$ cat src/rtl/step_lane_input.sv
// PS/2 key-code to four-lane arrow state with held levels, hit pulses and a timestamped event FIFO.
// Define STEP_LANE_RELEASE_EVT_EN to also queue release events when a held lane drops.
module step_lane_input #(
  parameter logic [7:0] LEFT_CODE  = 8'h6B,
  parameter logic [7:0] DOWN_CODE  = 8'h72,
  parameter logic [7:0] UP_CODE    = 8'h75,
  parameter logic [7:0] RIGHT_CODE = 8'h74,
  parameter int         TICK_DIV   = 1000,
  parameter int         TS_W       = 16,
  parameter int         FIFO_DEPTH = 4
) (
  input  logic            Clk,
  input  logic            reset_n,
  input  logic [7:0]      keyCode,
  input  logic            press,
  input  logic            ts_clr,
  output logic [3:0]      lane_held,
  output logic [3:0]      lane_hit,
  output logic            evt_valid,
  input  logic            evt_ready,
  output logic [1:0]      evt_lane,
  output logic            evt_rel,
  output logic [TS_W-1:0] evt_time,
  output logic            overflow,
  input  logic            ovf_clr
);

  localparam int PTR_W = (FIFO_DEPTH > 1) ? $clog2(FIFO_DEPTH) : 1;
  localparam int CNT_W = PTR_W + 1;
  localparam int PRE_W = (TICK_DIV > 1) ? $clog2(TICK_DIV) : 1;

  function automatic logic [1:0] enc(input logic [3:0] v);
    logic [1:0] r;
    r = 2'd0;
    if (v[1]) r = 2'd1;
    else if (v[2]) r = 2'd2;
    else if (v[3]) r = 2'd3;
    return r;
  endfunction

  logic [7:0]       k_q;
  logic             p_q;
  logic [3:0]       cur;
  logic [3:0]       hit_nxt;
  logic [PRE_W-1:0] pre;
  logic [TS_W-1:0]  ts;

  logic [1:0]       mem_lane [FIFO_DEPTH];
  logic [TS_W-1:0]  mem_time [FIFO_DEPTH];
  logic [PTR_W-1:0] wr_ptr, rd_ptr;
  logic [CNT_W-1:0] count;
  logic [CNT_W-1:0] free;
  logic [CNT_W-1:0] n_push;
  logic             pop;
  logic             want_hit, acc_hit, drop;
  logic             w0_en;
  logic [1:0]       w0_lane;

  // Input stage: register the decoder outputs once
  always_ff @(posedge Clk or negedge reset_n) begin
    if (!reset_n) begin
      k_q <= 8'h00;
      p_q <= 1'b0;
    end else begin
      k_q <= keyCode;
      p_q <= press;
    end
  end

  always_comb begin
    cur = 4'b0000;
    if (p_q) begin
      if (k_q == LEFT_CODE)       cur = 4'b0001;
      else if (k_q == DOWN_CODE)  cur = 4'b0010;
      else if (k_q == UP_CODE)    cur = 4'b0100;
      else if (k_q == RIGHT_CODE) cur = 4'b1000;
    end
  end

  assign hit_nxt = cur & ~lane_held;

  // Lane stage: held level and rising-edge pulse
  always_ff @(posedge Clk or negedge reset_n) begin
    if (!reset_n) begin
      lane_held <= 4'b0000;
      lane_hit  <= 4'b0000;
    end else begin
      lane_held <= cur;
      lane_hit  <= hit_nxt;
    end
  end

  always_ff @(posedge Clk or negedge reset_n) begin
    if (!reset_n) begin
      pre <= '0;
      ts  <= '0;
    end else if (ts_clr) begin
      pre <= '0;
      ts  <= '0;
    end else if (pre == PRE_W'(TICK_DIV - 1)) begin
      pre <= '0;
      ts  <= ts + TS_W'(1);
    end else begin
      pre <= pre + PRE_W'(1);
    end
  end

  assign evt_valid = (count != '0);
  assign pop       = evt_valid & evt_ready;
  assign free      = CNT_W'(FIFO_DEPTH) - count + CNT_W'(pop);
  assign want_hit  = |hit_nxt;

`ifdef STEP_LANE_RELEASE_EVT_EN
  logic             mem_rel [FIFO_DEPTH];
  logic [3:0]       rel_nxt;
  logic             want_rel, acc_rel, w0_rel, w1_en;
  logic [PTR_W-1:0] w1_ptr;

  assign rel_nxt  = lane_held & ~cur;
  assign want_rel = |rel_nxt;

  // Release goes first; the hit only survives if a second slot remains
  always_comb begin
    acc_rel = want_rel && (free != '0);
    acc_hit = want_hit && (free > CNT_W'(acc_rel));
    drop    = (want_rel && !acc_rel) || (want_hit && !acc_hit);
    w0_en   = acc_rel | acc_hit;
    w0_rel  = acc_rel;
    w0_lane = acc_rel ? enc(rel_nxt) : enc(hit_nxt);
    w1_en   = acc_rel & acc_hit;
    w1_ptr  = wr_ptr + PTR_W'(1);
    n_push  = CNT_W'(w0_en) + CNT_W'(w1_en);
  end

  assign evt_rel = evt_valid ? mem_rel[rd_ptr] : 1'b0;
`else
  always_comb begin
    acc_hit = want_hit && (free != '0);
    drop    = want_hit && !acc_hit;
    w0_en   = acc_hit;
    w0_lane = enc(hit_nxt);
    n_push  = CNT_W'(w0_en);
  end

  assign evt_rel = 1'b0;
`endif

  // FIFO stage: up to two pushes and one pop per edge
  always_ff @(posedge Clk or negedge reset_n) begin
    if (!reset_n) begin
      for (int i = 0; i < FIFO_DEPTH; i++) begin
        mem_lane[i] <= 2'd0;
        mem_time[i] <= '0;
`ifdef STEP_LANE_RELEASE_EVT_EN
        mem_rel[i]  <= 1'b0;
`endif
      end
      wr_ptr   <= '0;
      rd_ptr   <= '0;
      count    <= '0;
      overflow <= 1'b0;
    end else begin
      if (w0_en) begin
        mem_lane[wr_ptr] <= w0_lane;
        mem_time[wr_ptr] <= ts;
`ifdef STEP_LANE_RELEASE_EVT_EN
        mem_rel[wr_ptr]  <= w0_rel;
`endif
      end
`ifdef STEP_LANE_RELEASE_EVT_EN
      if (w1_en) begin
        mem_lane[w1_ptr] <= enc(hit_nxt);
        mem_time[w1_ptr] <= ts;
        mem_rel[w1_ptr]  <= 1'b0;
      end
`endif
      wr_ptr <= wr_ptr + PTR_W'(n_push);
      if (pop) rd_ptr <= rd_ptr + PTR_W'(1);
      count <= count + n_push - CNT_W'(pop);
      if (drop)         overflow <= 1'b1;
      else if (ovf_clr) overflow <= 1'b0;
    end
  end

  assign evt_lane = evt_valid ? mem_lane[rd_ptr] : 2'd0;
  assign evt_time = evt_valid ? mem_time[rd_ptr] : '0;

endmodule
$ cat config.mk
export PLATFORM = sky130hd
export DESIGN_NAME = step_lane_input
export DESIGN_NICKNAME = d
export VERILOG_FILES = /design/src/rtl/step_lane_input.sv
export SDC_FILE = /design/constraint.sdc
export NUM_CORES = 1
export LEC_CHECK = 0
export CAP_MARGIN = 30
export CORE_MARGIN = 2
export CORE_UTILIZATION = 40
export CTS_CLUSTER_SIZE = 20
export DETAILED_ROUTE_END_ITERATION = 10
export PLACE_DENSITY = 0.67
export SETUP_SLACK_MARGIN = 0.5
export SLEW_MARGIN = 20
export SYNTH_ARGS = -nofsm -noshare
export SYNTH_HDL_FRONTEND = slang
export SYNTH_SLANG_ARGS = --single-unit
$ cat constraint.sdc
create_clock -name Clk -period 4.47 [get_ports Clk]
set_input_delay 0.6705 -clock Clk [delete_from_list [all_inputs] [get_ports Clk]]
set_output_delay 0.6705 -clock Clk [all_outputs]
set_load 0.005 [all_outputs]
**Word-level counts from Yosys, hierarchy flattened**

Index checks and enable logic that the tools add are counted.

- Register bits: 123
- Word-level logic and storage cells: 76

- $add $sub $neg: 8
- Magnitude comparators: 3
- Eq/ne operators: 5
- Multiplexer cells: 28
- Bitwise operators: 5
- Reduce and logical (&&, ||, !) cells: 9

Operator list:

| cell | count |
|---|---|
| $mux 16 | 6 |
| $bwmux 64 | 1 |
| $bmux 16 s2 | 1 |
| $demux 16 s2 | 1 |
| $eq 8x7->1 const B | 4 |
| $mux 10 | 2 |
| $mux 4 | 5 |
| $add 16x1->16 const B | 1 |
| $mux 2 | 7 |
| $add 10x1->10 const B | 1 |
| $eq 10x10->1 const B | 1 |
| $bwmux 8 | 1 |
| $add 3x1->3 | 2 |
| $ge 3x3->1 const B | 2 |
| $not 2->3 | 2 |
| $reduce_bool 3->1 | 2 |
| $and 4x4->4 | 1 |
| $bmux 2 s2 | 1 |
| $demux 2 s2 | 1 |
| $not 4->4 | 1 |
| $reduce_bool 2->1 | 2 |
| $reduce_or 4->1 | 1 |
| $logic_and 1x1->1 | 3 |
| $lt 3x1->1 const B | 1 |
| 7 further kinds | 8 |

**Depth between registers and ports, before layout**

- Word-level depth: 12
- Depth in mapped cells: 17
- Depth with buffers taken out: 16

**Worst setup path after synthesis**

No wires, ideal clock.

- Path type: reg2reg
- Start: register count[1]
- End: register count[2]
- Data arrival time: 3.164 ns
- Data required time: 4.345 ns
- Setup slack: 1.181 ns
- Cell stages (with the launch flop): 18
- Path buffers: 1
- Clock period less this slack: 3.289 ns
- Cells stage by stage: dfrtp_1 -> or3_1 -> clkbuf_1 -> nand2_1 -> ha_1 -> inv_1 -> ha_1 -> xor2_1 -> nor2_1 -> a31oi_1 -> inv_1 -> ha_1 -> inv_1 -> ha_1 -> inv_1 -> fa_1 -> xnor2_1 -> xnor2_1

- Word-level cells in the longest chain between the ends: 7
- Elaborated cells between the ends (all ways): 8
- Those cells by class: add/sub: 4; bitwise: 1; reduce/logical: 3

Ends and longest elaborated chain:

| item | RTL line | source |
|---|---|---|
| start: declaration | 51 | `logic [CNT_W-1:0] count;` |
| start signal: assignment | 179 | `count <= count + n_push - CNT_W'(pop);` |
| branches (longest 6 deep; another with $sub 3x3->3) | n/a |  |
| $sub 3x1->3 * | 179 |  |

Every way passes the cells marked *.
A chain may end at the register's enable or synchronous reset.

**Final worst setup path**

Same ends and word-level chain as after synthesis.

==> impl_metrics.py <==
metrics = {
    "outcome": {
        "outcome": "finished clean",
    },
    "clock_tree": {
        "cts_resized": 0,
        "clockRootBuffer": "clkbuf_16",
        "cts_buffer_depth": 2,
        "clkLatencyLatePin_ns": 0.41,
        "htreeDepth": 4,
        "cts_buffers": 17,
        "clk_pin_slew_ns": 0.05,
        "cts_hold_buffers": 0,
        "cts_num_sinks": 123,
        "cts_tree": "built",
        "cts_setup_buffers": 0,
    },
    "place": {
        "dp_cells": 650,
        "dp_hpwl_mm": 7.66,
        "io_buffers": 41,
        "pre_cts_slack_ns": 0.789,
        "placed_cell_area_um2": 6420,
        "gp_congestion": 0.811,
    },
    "timing": {
        "finalSetupViolations": 0,
        "worst_pin_slew_ns": 0.887,
        "rsz0062_at_grt": "false",
        "hold_violations": 0,
        "whs_ns": 0.302,
        "maxSlewViolCount": 0,
        "finalCritPeriodShare": 0.812,
        "timing.fmax_mhz": 276,
        "clock_skew_ns": 0.00628,
        "setup_tns_ns": 0,
        "slew_headroom": 0.409,
        "period_needed_ns": 3.63,
        "fin_ws_ns": 0.843,
    },
    "logic_synthesis": {
        "synth_fp_nets": 468,
        "yosys.cell_count.top_type": "dfrtp_1",
        "ys_top_cells_by_count": "dfrtp_1 (123), mux2_2 (41), mux2_4 (27)",
        "syn_avg_cell_area_um2": 13.2,
        "yosys-top-cells-area": "dfrtp_1 (52%), mux2_2 (7.8%), mux2_4 (6.9%), mux4_2 (6.9%), and2_1 (2.0%)",
        "yosys_warnings": 0,
        "synth.distinct_cells": 50,
        "syn-cell-area_um2": 5910,
        "async_reset_ff_frac": 1.00,
        "yosys.area.top_type": "dfrtp_1",
        "synth_seq_area_share": 0.521,
        "synth_edf_count": 0,
        "ys.flop_type": "dfrtp_1",
        "syn_inst": 446,
        "yosys.area.top_type_share": 0.521,
        "ys_seq_elements": 123,
    },
    "layout": {
        "fin_area_um2": 7030,
        "areaGrowthSynthToFinish_pct": 19.0,
        "nets": 508,
        "diodes": 0,
        "instances_no_fill": 683,
        "post-route-util": 0.486,
        "drive_gt1_frac": 0.265,
    },
    "routing": {
        "wl_per_cell_um": 17.1,
        "drc": 0,
        "final_antenna_net_count": 0,
        "drt_first_pass_iters": 4,
        "drt_wl_total_mm": 11.7,
        "drt-initial-drc-count": 246,
        "avgViaCountPerCell": 5.34,
        "vias": 3648,
    },
    "global_routing": {
        "overflow": 0,
        "grt_max_degree": 56,
        "grt_pass1_wl_mm": 19.6,
        "antenna_found_initial": 0,
        "grt_use_total": 0.158,
        "grt_pass1_vias": 3728,
    },
    "pwr": {
        "vdd_ir_drop_max_mv": 0.319,
        "power_mw": 3.08,
        "cellPowerDensity_nw_per_um2": 438,
        "p_leak_nw": 3.11,
    },
    "critical_path": {
        "cp-start-kind": "flip-flop",
        "cp_max_fo": 20,
        "required_ns": 4.77,
        "end_kind": "flip-flop",
        "arrival_ns": 3.92,
        "worstSetupPathType": "flip-flop to flip-flop",
    },
    "floorplanning": {
        "initial_utilization": 0.408,
        "die_x_um": 126,
        "rows": 44,
        "dieArea_um2": 15800,
        "die_y_um": 126,
        "core-area_um2": 14500,
        "io_pins": 43,
    },
    "min_path": {
        "hold_path_class": "input pin to async pin",
    },
    "flow_run": {
        "maxCapViolations": 0,
    },
}
## path summary, 6_finish.rpt
kind	cells past startpoint	startpoint	end	slack (ns)
max in group asynchronous	2	reset_n	mem_time[10]$_DFFE_PN0P_	3.18
max reg2reg	17	count[1]$_DFF_PN0_	count[2]$_DFF_PN0_	0.84
max	17	count[1]$_DFF_PN0_	count[2]$_DFF_PN0_	0.84
min reg2reg	1	pre[0]$_DFF_PN0_	pre[0]$_DFF_PN0_	0.47
min in group Clk	1	pre[0]$_DFF_PN0_	pre[0]$_DFF_PN0_	0.47
min	1	reset_n	mem_time[15]$_DFFE_PN0P_	0.30
## placed cells by master, fill, tap and decap left out, types with 17 or more instances in the layout
| master | synthesis | routed |
|---|---|---|
| mux2_4 | 27 | 27 |
| mux4_2 | 18 | 18 |
| inv_1 | 20 | 20 |
| nor2_1 | 26 | 26 |
| and2_1 | 19 | 19 |
| mux2_2 | 41 | 41 |
| clkdlybuf4s50_1 | 0 | 40 |
| clkbuf_16 | 0 | 17 |
| dfrtp_1 | 123 | 123 |
## worst max-delay path, cell delays in order, from the launching register on
cell	delay, ns
dfrtp_1	0.43
or3_1	0.38
buf_4	0.21
nand2_1	0.15
ha_1	0.17
inv_1	0.04
ha_1	0.18
xor2_1	0.36
nor2_1	0.13
a31oi_1	0.22
inv_1	0.07
ha_1	0.27
inv_1	0.06
ha_1	0.15
inv_1	0.05
fa_1	0.37
xnor2_1	0.14
xnor2_1	0.12
## state kept, by name, indices dropped and copies added (netlist names)
name       count
mem_lane       8
wr_ptr         2
k_q            8
pre           10
lane_hit       4
mem_time      64
count          3
lane_held      4
ts            16
p_q            1
rd_ptr         2
overflow       1
## cells by family after synthesis
family                   share of synthesized area
other                                     0.000635
flip-flops                                   0.521
buffers and inverters                       0.0413
adder cells (fa/ha/maj)                     0.0182
AO/OA/AOI/OAI                               0.0570
AND/OR/NAND/NOR                              0.118
XOR/XNOR                                    0.0252
multiplexers                                 0.219
## power breakdown
group | internal [mW] | switching (mW) | total (mW) | leakage [nW]
logic | 0.208 | 0.261 | 0.469 | 1.16
registers | 1.17 | 0.0670 | 1.23 | 1.66
clock network | 0.900 | 0.481 | 1.38 | 0.292
## layout make-up
class	count	area (um^2)
flip-flops and latches	123	3080
fillers	1268	7440
clock inverters	12	146
repair buffers	47	460
well taps	184	230
multi-input cells	277	2590
clock buffers	20	457
inverters	20	75.1
## layer usage
metal,part of all wire,global-route usage,vias to the layer above
met3,0.034,0.0428,21
met5,0,0,-
li1,-,-,1688
met2,0.47,0.231,66
met1,0.48,0.226,1873
met4,0.016,0.0595,0
Note: power is estimated with default switching activity, not from simulation.
